--- config.mk ---
export PLATFORM = sky130hd
export DESIGN_NAME = sap1_controller
export DESIGN_NICKNAME = d
export VERILOG_FILES = /design/src/rtl/sap1_pkg.sv /design/src/rtl/ring_counter.sv /design/src/rtl/sap1_controller.sv
export SDC_FILE = /design/constraint.sdc
export NUM_CORES = 1
export LEC_CHECK = 0
export ABC_AREA = 1
export BUFFER_PORTS_ARGS = -buffer_cell sky130_fd_sc_hd__buf_2
export CORE_MARGIN = 5
export CORE_UTILIZATION = 47
export CTS_CLUSTER_SIZE = 14
export DETAILED_ROUTE_END_ITERATION = 6
export PLACE_DENSITY = 0.82
export SETUP_SLACK_MARGIN = 0.4
export SYNTH_ARGS = -nofsm -noshare
export SYNTH_HDL_FRONTEND = slang
export SYNTH_SLANG_ARGS = --single-unit
--- constraint.sdc ---
create_clock -name clk -period 1.3 [get_ports clk]
set_clock_uncertainty 0.2 [all_clocks]
set_input_delay 0.065 -clock clk [delete_from_list [all_inputs] [get_ports clk]]
set_output_delay 0.065 -clock clk [all_outputs]
set_load 0.01 [all_outputs]
--- src/rtl/sap1_pkg.sv ---
// -----------------------------------------------------------------------------
// sap1_pkg
// Shared constants for the SAP-1 controller, datapath and ALU bench.
//   - Opcode encodings (upper nibble of the instruction register)
//   - One-hot T-state codes (bit0 = T1)
//   - Control-word bit indices, so every block agrees on strobe positions
//   - Controller run/halt mode enum
// -----------------------------------------------------------------------------
package sap1_pkg;

    // Opcode field width in the instruction register
    localparam int OPCODE_W = 4;

    localparam logic [OPCODE_W-1:0] OP_LDA = 4'b0000;
    localparam logic [OPCODE_W-1:0] OP_ADD = 4'b0001;
    localparam logic [OPCODE_W-1:0] OP_SUB = 4'b0010;
    localparam logic [OPCODE_W-1:0] OP_OUT = 4'b1110;
    localparam logic [OPCODE_W-1:0] OP_HLT = 4'b1111;

    // One-hot T-state ring, bit0 = T1; all-zero marks the halted machine
    localparam int T_W = 6;

    localparam logic [T_W-1:0] T1     = 6'b000001;
    localparam logic [T_W-1:0] T2     = 6'b000010;
    localparam logic [T_W-1:0] T3     = 6'b000100;
    localparam logic [T_W-1:0] T4     = 6'b001000;
    localparam logic [T_W-1:0] T5     = 6'b010000;
    localparam logic [T_W-1:0] T6     = 6'b100000;
    localparam logic [T_W-1:0] T_NONE = 6'b000000;

    // Control-word bit positions
    localparam int CW_PC_INC     = 0;
    localparam int CW_PC_OUT     = 1;
    localparam int CW_MAR_LOAD   = 2;
    localparam int CW_RAM_OUT    = 3;
    localparam int CW_IR_LOAD    = 4;
    localparam int CW_IR_OUT     = 5;
    localparam int CW_A_LOAD     = 6;
    localparam int CW_A_OUT      = 7;
    localparam int CW_B_LOAD     = 8;
    localparam int CW_OP         = 9;
    localparam int CW_ALU_OUT_EN = 10;
    localparam int CW_OUT_LOAD   = 11;
    localparam int CW_W          = 12;

    typedef logic [CW_W-1:0] ctrl_word_t;

    // Controller mode: stepping the ring, or parked after HLT
    typedef enum logic {
        MODE_RUN  = 1'b0,
        MODE_HALT = 1'b1
    } mode_t;

endpackage : sap1_pkg

--- src/rtl/ring_counter.sv ---
// -----------------------------------------------------------------------------
// ring_counter
// Six-state one-hot T-cycle sequencer for the SAP-1 controller.
// Ports:
//   clk      in   system clock, rising edge
//   rst      in   synchronous active-high reset, returns the ring to T1
//   hold     in   zeroes the ring (used to park the machine in HALT)
//   t_state  out  one-hot T1..T6, bit0 = T1; all-zero while held
// -----------------------------------------------------------------------------
module ring_counter
    import sap1_pkg::*;
(
    input  logic           clk,
    input  logic           rst,
    input  logic           hold,
    output logic [T_W-1:0] t_state
);

    // Rotate left one position per clock. Once zeroed by hold, the ring
    // stays zero until reset reloads T1.
    always_ff @(posedge clk) begin
        if (rst) begin
            t_state <= T1;
        end else if (hold) begin
            t_state <= T_NONE;
        end else begin
            t_state <= {t_state[T_W-2:0], t_state[T_W-1]};
        end
    end

endmodule : ring_counter

--- src/rtl/sap1_controller.sv ---
// -----------------------------------------------------------------------------
// sap1_controller
// Controller-sequencer for the SAP-1 datapath. Steps a six-state T ring,
// decodes the IR opcode and drives every load/enable strobe and the ALU
// add/subtract select.
// Parameters:
//   OPW         opcode width (upper nibble of IR)
// Ports:
//   clk         in   system clock
//   rst         in   synchronous active-high reset
//   opcode      in   IR upper nibble, valid from T4 onward
//   pc_inc      out  Cp  program counter increment
//   pc_out      out  Ep  PC drives bus
//   mar_load    out  Lm  MAR loads from bus
//   ram_out     out  CE  RAM drives bus
//   ir_load     out  Li  IR loads from bus
//   ir_out      out  Ei  IR lower nibble drives bus
//   a_load      out  La  accumulator loads
//   a_out       out  Ea  accumulator drives bus
//   b_load      out  Lb  B register loads
//   op          out  Su  ALU select, 0 add / 1 subtract
//   alu_out_en  out  Eu  ALU result drives bus
//   out_load    out  Lo  output register loads
//   halted      out  high once HLT has executed
//   t_state     out  one-hot T1..T6 (bit0 = T1), zero when halted
// -----------------------------------------------------------------------------
module sap1_controller
    import sap1_pkg::*;
#(
    parameter int OPW = OPCODE_W
)
(
    input  logic           clk,
    input  logic           rst,
    input  logic [OPW-1:0] opcode,
    output logic           pc_inc,
    output logic           pc_out,
    output logic           mar_load,
    output logic           ram_out,
    output logic           ir_load,
    output logic           ir_out,
    output logic           a_load,
    output logic           a_out,
    output logic           b_load,
    output logic           op,
    output logic           alu_out_en,
    output logic           out_load,
    output logic           halted,
    output logic [T_W-1:0] t_state
);

    mode_t           mode_q;
    mode_t           mode_d;
    logic [T_W-1:0]  ring;
    logic [OPW-1:0]  cap_opcode;
    logic            in_t4;
    logic            hlt_now;
    logic            ring_hold;
    ctrl_word_t      cw;

    function automatic logic is_op(input logic [OPW-1:0] code,
                                   input logic [OPCODE_W-1:0] ref_op);
        return code == OPW'(ref_op);
    endfunction

    assign in_t4     = (mode_q == MODE_RUN) && (ring == T4);
    assign hlt_now   = in_t4 && is_op(opcode, OP_HLT);
    assign ring_hold = hlt_now || (mode_q == MODE_HALT);

    ring_counter u_ring (
        .clk     (clk),
        .rst     (rst),
        .hold    (ring_hold),
        .t_state (ring)
    );

    // Mode register: HALT is entered on the edge leaving T4 of a HLT and is
    // only left through reset.
    always_ff @(posedge clk) begin
        if (rst) begin
            mode_q <= MODE_RUN;
        end else begin
            mode_q <= mode_d;
        end
    end

    always_comb begin
        mode_d = mode_q;
        if ((mode_q == MODE_RUN) && hlt_now) begin
            mode_d = MODE_HALT;
        end
    end

    // The opcode is sampled on the T4->T5 edge so T5/T6 decode is immune to
    // later changes on the IR nibble.
    always_ff @(posedge clk) begin
        if (rst) begin
            cap_opcode <= '0;
        end else if (in_t4) begin
            cap_opcode <= opcode;
        end
    end

    // Control-word decode. T4 looks at the live opcode; T5/T6 use the
    // captured copy, so op is a pure function of registered state there and
    // can only move on a clock edge. Everything is forced off during reset
    // and while halted.
    always_comb begin
        cw = '0;
        if (!rst && (mode_q == MODE_RUN)) begin
            unique case (ring)
                T1: begin
                    cw[CW_PC_OUT]   = 1'b1;
                    cw[CW_MAR_LOAD] = 1'b1;
                end
                T2: begin
                    cw[CW_PC_INC] = 1'b1;
                end
                T3: begin
                    cw[CW_RAM_OUT] = 1'b1;
                    cw[CW_IR_LOAD] = 1'b1;
                end
                T4: begin
                    if (is_op(opcode, OP_LDA) || is_op(opcode, OP_ADD) ||
                        is_op(opcode, OP_SUB)) begin
                        cw[CW_IR_OUT]   = 1'b1;
                        cw[CW_MAR_LOAD] = 1'b1;
                    end else if (is_op(opcode, OP_OUT)) begin
                        cw[CW_A_OUT]    = 1'b1;
                        cw[CW_OUT_LOAD] = 1'b1;
                    end
                end
                T5: begin
                    if (is_op(cap_opcode, OP_LDA)) begin
                        cw[CW_RAM_OUT] = 1'b1;
                        cw[CW_A_LOAD]  = 1'b1;
                    end else if (is_op(cap_opcode, OP_ADD) ||
                                 is_op(cap_opcode, OP_SUB)) begin
                        cw[CW_RAM_OUT] = 1'b1;
                        cw[CW_B_LOAD]  = 1'b1;
                        cw[CW_OP]      = is_op(cap_opcode, OP_SUB);
                    end
                end
                T6: begin
                    if (is_op(cap_opcode, OP_ADD) || is_op(cap_opcode, OP_SUB)) begin
                        cw[CW_ALU_OUT_EN] = 1'b1;
                        cw[CW_A_LOAD]     = 1'b1;
                        cw[CW_OP]         = is_op(cap_opcode, OP_SUB);
                    end
                end
                default: begin
                    cw = '0;
                end
            endcase
        end
    end

    assign pc_inc     = cw[CW_PC_INC];
    assign pc_out     = cw[CW_PC_OUT];
    assign mar_load   = cw[CW_MAR_LOAD];
    assign ram_out    = cw[CW_RAM_OUT];
    assign ir_load    = cw[CW_IR_LOAD];
    assign ir_out     = cw[CW_IR_OUT];
    assign a_load     = cw[CW_A_LOAD];
    assign a_out      = cw[CW_A_OUT];
    assign b_load     = cw[CW_B_LOAD];
    assign op         = cw[CW_OP];
    assign alu_out_en = cw[CW_ALU_OUT_EN];
    assign out_load   = cw[CW_OUT_LOAD];

    assign halted  = (mode_q == MODE_HALT);
    assign t_state = rst ? T1 : ring;

endmodule : sap1_controller

# Word level (Yosys, flattened, before mapping)
# Cells that the tools add are included.
# Widths: inputs -> output; s select.
dict set report word_totals {
  register_bits 11
  input_bits 6
  out_inout_bits 19
  wordCells 52
}
dict set report classes {
  n_eq_ne 12
  mux 23
  bitwise 1
  reduce_logical 12
}
# cell count
set ops {}
lappend ops {{$mux 1} 14}
lappend ops {{$mux 12} 1}
lappend ops {{$eq 4x1->1 const B} 2}
lappend ops {{$eq 4x2->1 const B} 2}
lappend ops {{$eq 4x4->1 const B} 2}
lappend ops {{$logic_not 4->1} 2}
lappend ops {{$pmux 1 s2} 4}
lappend ops {{$eq 6x1->1 const B} 1}
lappend ops {{$eq 6x2->1 const B} 1}
lappend ops {{$eq 6x3->1 const B} 1}
lappend ops {{$eq 6x4->1 const B} 1}
lappend ops {{$eq 6x5->1 const B} 1}
lappend ops {{$eq 6x6->1 const B} 1}
lappend ops {{$mux 2} 3}
lappend ops {{$mux 6} 1}
lappend ops {{$logic_and 1x1->1} 4}
lappend ops {{$logic_or 1x1->1} 4}
lappend ops {{$reduce_or 2->1} 1}
lappend ops {{$logic_not 1->1} 1}
lappend ops {{$not 1->1} 1}

# Depth between registers and ports, before layout
dict set report depth {
  ltp_word 6
  ltp_mapped 6
  depth_no_buf 6
}

# Hierarchy
# From an unflattened synthesis, not the netlist that was laid out.
dict set report hier_totals {
  hier_cells 112
  hier_area_um2 695.7
}
# mod instances cells_each area_per_inst_um2 seq_area_each_um2
set modules_own_cells {}
lappend modules_own_cells {sap1_controller 1 91 516.7 100.1}
lappend modules_own_cells {ring_counter 1 21 178.9 120.1}

# Least setup slack after synthesis
# OpenSTA, ideal clock, no wires.
dict set report synth_path {
  kind {reg2out}
  from {register mode_q (netlist: halted)}
  to {output port out_load}
  t_arrival_ps 1195
  required_ps 1035
  setup_slack_ps -160
  path_stages_with_launch 7
  n_path_buf 1
  cell_sequence {dfxtp_1 -> inv_8 -> nand2_4 -> inv_2 -> nand3_1 -> nor3_1 -> buf_4}
}
dict set report synth_via {
  elab_chain_cells 3
}
# item line_no
set synth_rtl {}
lappend synth_rtl {{start: declaration} sap1_controller.sv:52} ;# mode_t mode_q;
lappend synth_rtl {{start signal: assignment} sap1_controller.sv:83} ;# mode_q <= mode_d;
lappend synth_rtl {{$not 1->1} sap1_controller.sv:110} ;# if (!rst && (mode_q == MODE_RUN)) begin
lappend synth_rtl {{$logic_and 1x1->1} sap1_controller.sv:110}
lappend synth_rtl {{$mux 12} sap1_controller.sv:110}
lappend synth_rtl {{end: declaration} sap1_controller.sv:47} ;# output logic out_load,
# No other way between the ends.

# Worst setup path after layout
dict set report layout_path {
  from {register u_ring.t_state[0]}
  to {output port mar_load}
}
dict set report layout_via {
  elab_chain_cells 3
  word_cells_on_any_way 4
  classes_between {eq/ne: 2; mux: 2}
}
# item line_no
set layout_rtl {}
lappend layout_rtl {{start: declaration} ring_counter.sv:16} ;# output logic [T_W-1:0] t_state
lappend layout_rtl {{start signal: assignment} ring_counter.sv:27} ;# t_state <= {t_state[T_W-2:0], t_state[T_W-1]};
lappend layout_rtl {{$eq 6x4->1 / $eq 6x1->1 (equally long branches)} sap1_controller.sv:111} ;# unique case (ring)
lappend layout_rtl {{$pmux 1 s2 (*)} sap1_controller.sv:111}
lappend layout_rtl {{$mux 12 (*)} sap1_controller.sv:110}
lappend layout_rtl {{end: declaration} sap1_controller.sv:38} ;# output logic mar_load,
# Every way passes the cells marked *; elsewhere a longest branch is shown, timed or not.

==> impl_metrics.py <==
metrics = {
    "global_routing": {
        "grt_use_met3_pct": 4.59,
        "busiest_layer": "met2",
        "gr-usage-met2_pct": 39.3,
        "grtUsageTotal_pct": 19.9,
        "overflow": 0,
        "grt_pass1_wl_mm": 3.71,
        "grt_pass1_vias": 858,
        "grt_max_degree": 9,
        "grt_use_met1_pct": 19.2,
        "antenna_found_initial": 0,
    },
    "synth": {
        "synth_top_area_share_pct": 30.8,
        "ys_warn_count": 0,
        "synth.area.top_cells": "dfxtp_1 (31%), nor2_1 (13%), inv_1 (9.5%), nand2_1 (9.5%), nand3_1 (7.0%)",
        "netlist_area_sq_um": 714,
        "avgSynthCellArea_sq_um": 6.68,
        "synth_nets": 113,
        "ys_seq_area_share_pct": 30.8,
        "ys_seq_elements": 11,
        "ys_types": 23,
        "synth_top_area_cell": "dfxtp_1",
        "syn_inst": 107,
    },
    "power": {
        "swShare_pct": 33.6,
        "p_per_area_nw_per_um2": 613,
        "power.switching_mw": 0.272,
        "ir_drop_mv": 0.534,
        "leakage_nw": 0.671,
        "power_frac_clock_pct": 31.2,
        "p_int_mw": 0.538,
        "seqPwrFrac_pct": 43.3,
        "combPwrFrac_pct": 25.5,
    },
    "sta": {
        "tightest_slew_ns": 0.236,
        "setup_tns_ns": -6.53,
        "fmax_ghz": 0.596,
        "hold_viol_final": 4,
        "maxSlewHeadroom_pct": 84.3,
        "hold_ws_ns": -0.118,
        "rsz0062_at_grt": "true",
        "setup_ws_ns": -0.379,
        "maxSlewViolCount": 0,
        "period_minus_slack_ns": 1.68,
        "finalSetupViolations": 24,
        "min_period_over_period_pct": 129,
    },
    "drt": {
        "wl_mm": 2.88,
        "vias": 928,
        "drt-initial-drc-count": 30,
        "post_drt_wl_per_cell_um": 16.8,
        "ant_nets": 0,
        "first_pass_iters": 4,
        "remaining_drc_errors": 0,
        "post_drt_via_cell_ratio": 5.40,
    },
    "setup_path": {
        "path_delay_family": "simple AND/OR/NAND/NOR gates",
        "r2r-start": "u_ring.t_state[0]",
        "arrival_ns": 1.41,
        "r2r-end": "u_ring.t_state[4]",
        "path_buf_inv": 2,
        "path_cells": "nor2_4 -> buf_6 -> nand2_4 -> nor2_8 -> nand3_4 -> o31ai_4 -> buf_2",
        "reg2reg_slack_ns": -0.27,
        "slowest_delay_ns": 0.35,
        "path_class": "reg2out",
        "critical_path_required_ns": 1.03,
        "reg2regPathDepth": 9,
        "worstPathMaxFanout": 2,
        "cp-start-kind": "register",
        "cpMaxStageDelayCell": "dfxtp_2",
        "cp-end-kind": "primary output",
    },
    "cts": {
        "cts_tree": "built",
        "cts_root_buffer": "clkbuf_4",
        "cts_buffers": 3,
        "clk_pin_slew_worst_paths_ns": 0.09,
        "htree_levels": 1,
        "cts.sinks": 11,
        "clock_latency_ns": 0.29,
        "cts_buffer_depth": 2,
    },
    "layout": {
        "finish.utilization_pct": 89.8,
        "drive_gt1_share_pct": 66.0,
        "syn_to_final_growth_pct": 84.9,
        "nNetsFinal": 163,
        "fill_cells": 57,
        "antenna_cells": 0,
    },
    "worst_hold_path": {
        "hold_path_end": "halted",
        "min_path_type": "in2reg",
        "hold_start": "rst",
        "holdPathStages": 2,
    },
    "placed_design": {
        "dp_hpwl_mm": 1.55,
        "dpl_worst_slack_ns": -0.0672,
        "routabilityCongestion": 0.839,
        "io_buffer_count": 24,
    },
    "die": {
        "dieWidth_um": 49.0,
        "fp.dieH_um": 49.0,
        "io_pins": 25,
        "core_area_sq_um": 1470,
        "initial_utilization_pct": 48.6,
        "placementRows": 14,
        "dieArea_sq_um": 2400,
    },
    "status": {
        "violations": "hold timing, setup timing",
        "outcome": "finished with violations",
    },
    "run": {
        "max-cap-violations": 0,
    },
}
power by group through the flow:
stage                     registers (mW)  clock network [mW]  logic [mW]
final                              0.351               0.253       0.207
after global routing               0.352               0.281       0.219
after CTS                          0.350               0.246       0.167
after detailed placement           0.360                   0       0.141
after global placement             0.359                   0       0.136
after floorplan                    0.361                   0      0.0884
what timing repair did:
action,CTS,global route
hold endpoints to repair,7,4
buffers inserted,7,7
pin swaps,9,9
endpoints found under the setup margin,30,30
gates cloned,0,0
resized for setup,31,19
how the worst max path moves through the flow:
stage	startpoint	endpoint	slack [ns]	depth (start not counted)
2_1_floorplan	halted	out_load	0.05	6
3_3_place_gp	u_ring.t_state[0]	b_load	-0.02	6
3_5_place_dp	u_ring.t_state[0]	a_load	-0.07	6
4_1_cts	u_ring.t_state[1]	a_load	-0.38	6
5_1_grt	u_ring.t_state[0]	ram_out	-0.44	6
6_report	u_ring.t_state[0]	mar_load	-0.38	7
cells in the final DEF, fill, tap and decap left out, drive strengths merged:
cell type / n
a21oi: 2
buf: 46
clkbuf: 3
clkinv: 1
dfxtp: 11
inv: 21
nand2: 24
nand3: 11
nor2: 29
nor3: 5
nor4: 1
o21ai: 1
o31ai: 1
worst reg2reg max path, cell delays in order (launching register included):
cell and delay [ns]:
dfxtp_2 0.35, nor2_4 0.16, buf_6 0.14, nand2_4 0.07, nor2_8 0.11, buf_4 0.12
buf_6 0.11, nand2_4 0.07, nand2_4 0.09, nor2_1 0.05
through the flow:
| step | hold slack, ns | total power, mW | area, sq um | instances |
|---|---|---|---|---|
| after floorplan | -0.0817 | 0.450 | 813 | 107 |
| after global placement | 0.118 | 0.496 | 1000 | 154 |
| after detailed placement | 0.131 | 0.501 | 1000 | 154 |
| after CTS | -0.152 | 0.762 | 1180 | 165 |
| after global routing | -0.106 | 0.852 | 1320 | 172 |
| final | -0.118 | 0.810 | 1320 | 172 |
cell usage after synthesis (all sizes together):
cell,instances
nor2,29
nand2,24
inv,21
dfxtp,11
nand3,11
nor3,5
a21oi,2
buf,1
nor4,1
o21ai,1
o31ai,1
area by class of cell:
cell class | instances | area [sq um] | share of cell area (%)
Timing Repair Buffer | 46 | 353 | 26.7
Clock buffer | 3 | 22.5 | 1.70
Clock inverter | 1 | 5.00 | 0.379
Tap cell | 16 | 20.0 | 1.52
Multi-Input combinational cell | 74 | 583 | 44.1
Inverter | 21 | 98.8 | 7.48
Sequential cell | 11 | 239 | 18.1
cells by family (layout without fill, tap and decap cells):
kind of cell | Yosys count | after routing | share of synthesized area (%)
AO/OA/AOI/OAI | 4 | 4 | 4.20
buffers and inverters | 22 | 71 | 13.5
flip-flops | 11 | 11 | 30.8
AND/OR/NAND/NOR | 70 | 70 | 51.5
registers in the layout (all words and copies together) (netlist names):
name / flops
cap_opcode: 4
halted: 1
u_ring.t_state: 6
per-layer routing:
metal  wire length [um]  up-vias
li1                   -      426
met1               1020      428
met2               1510       52
met3                192       22
met4                162        0
met5                  0        -
(Power assumes the default switching activity.)
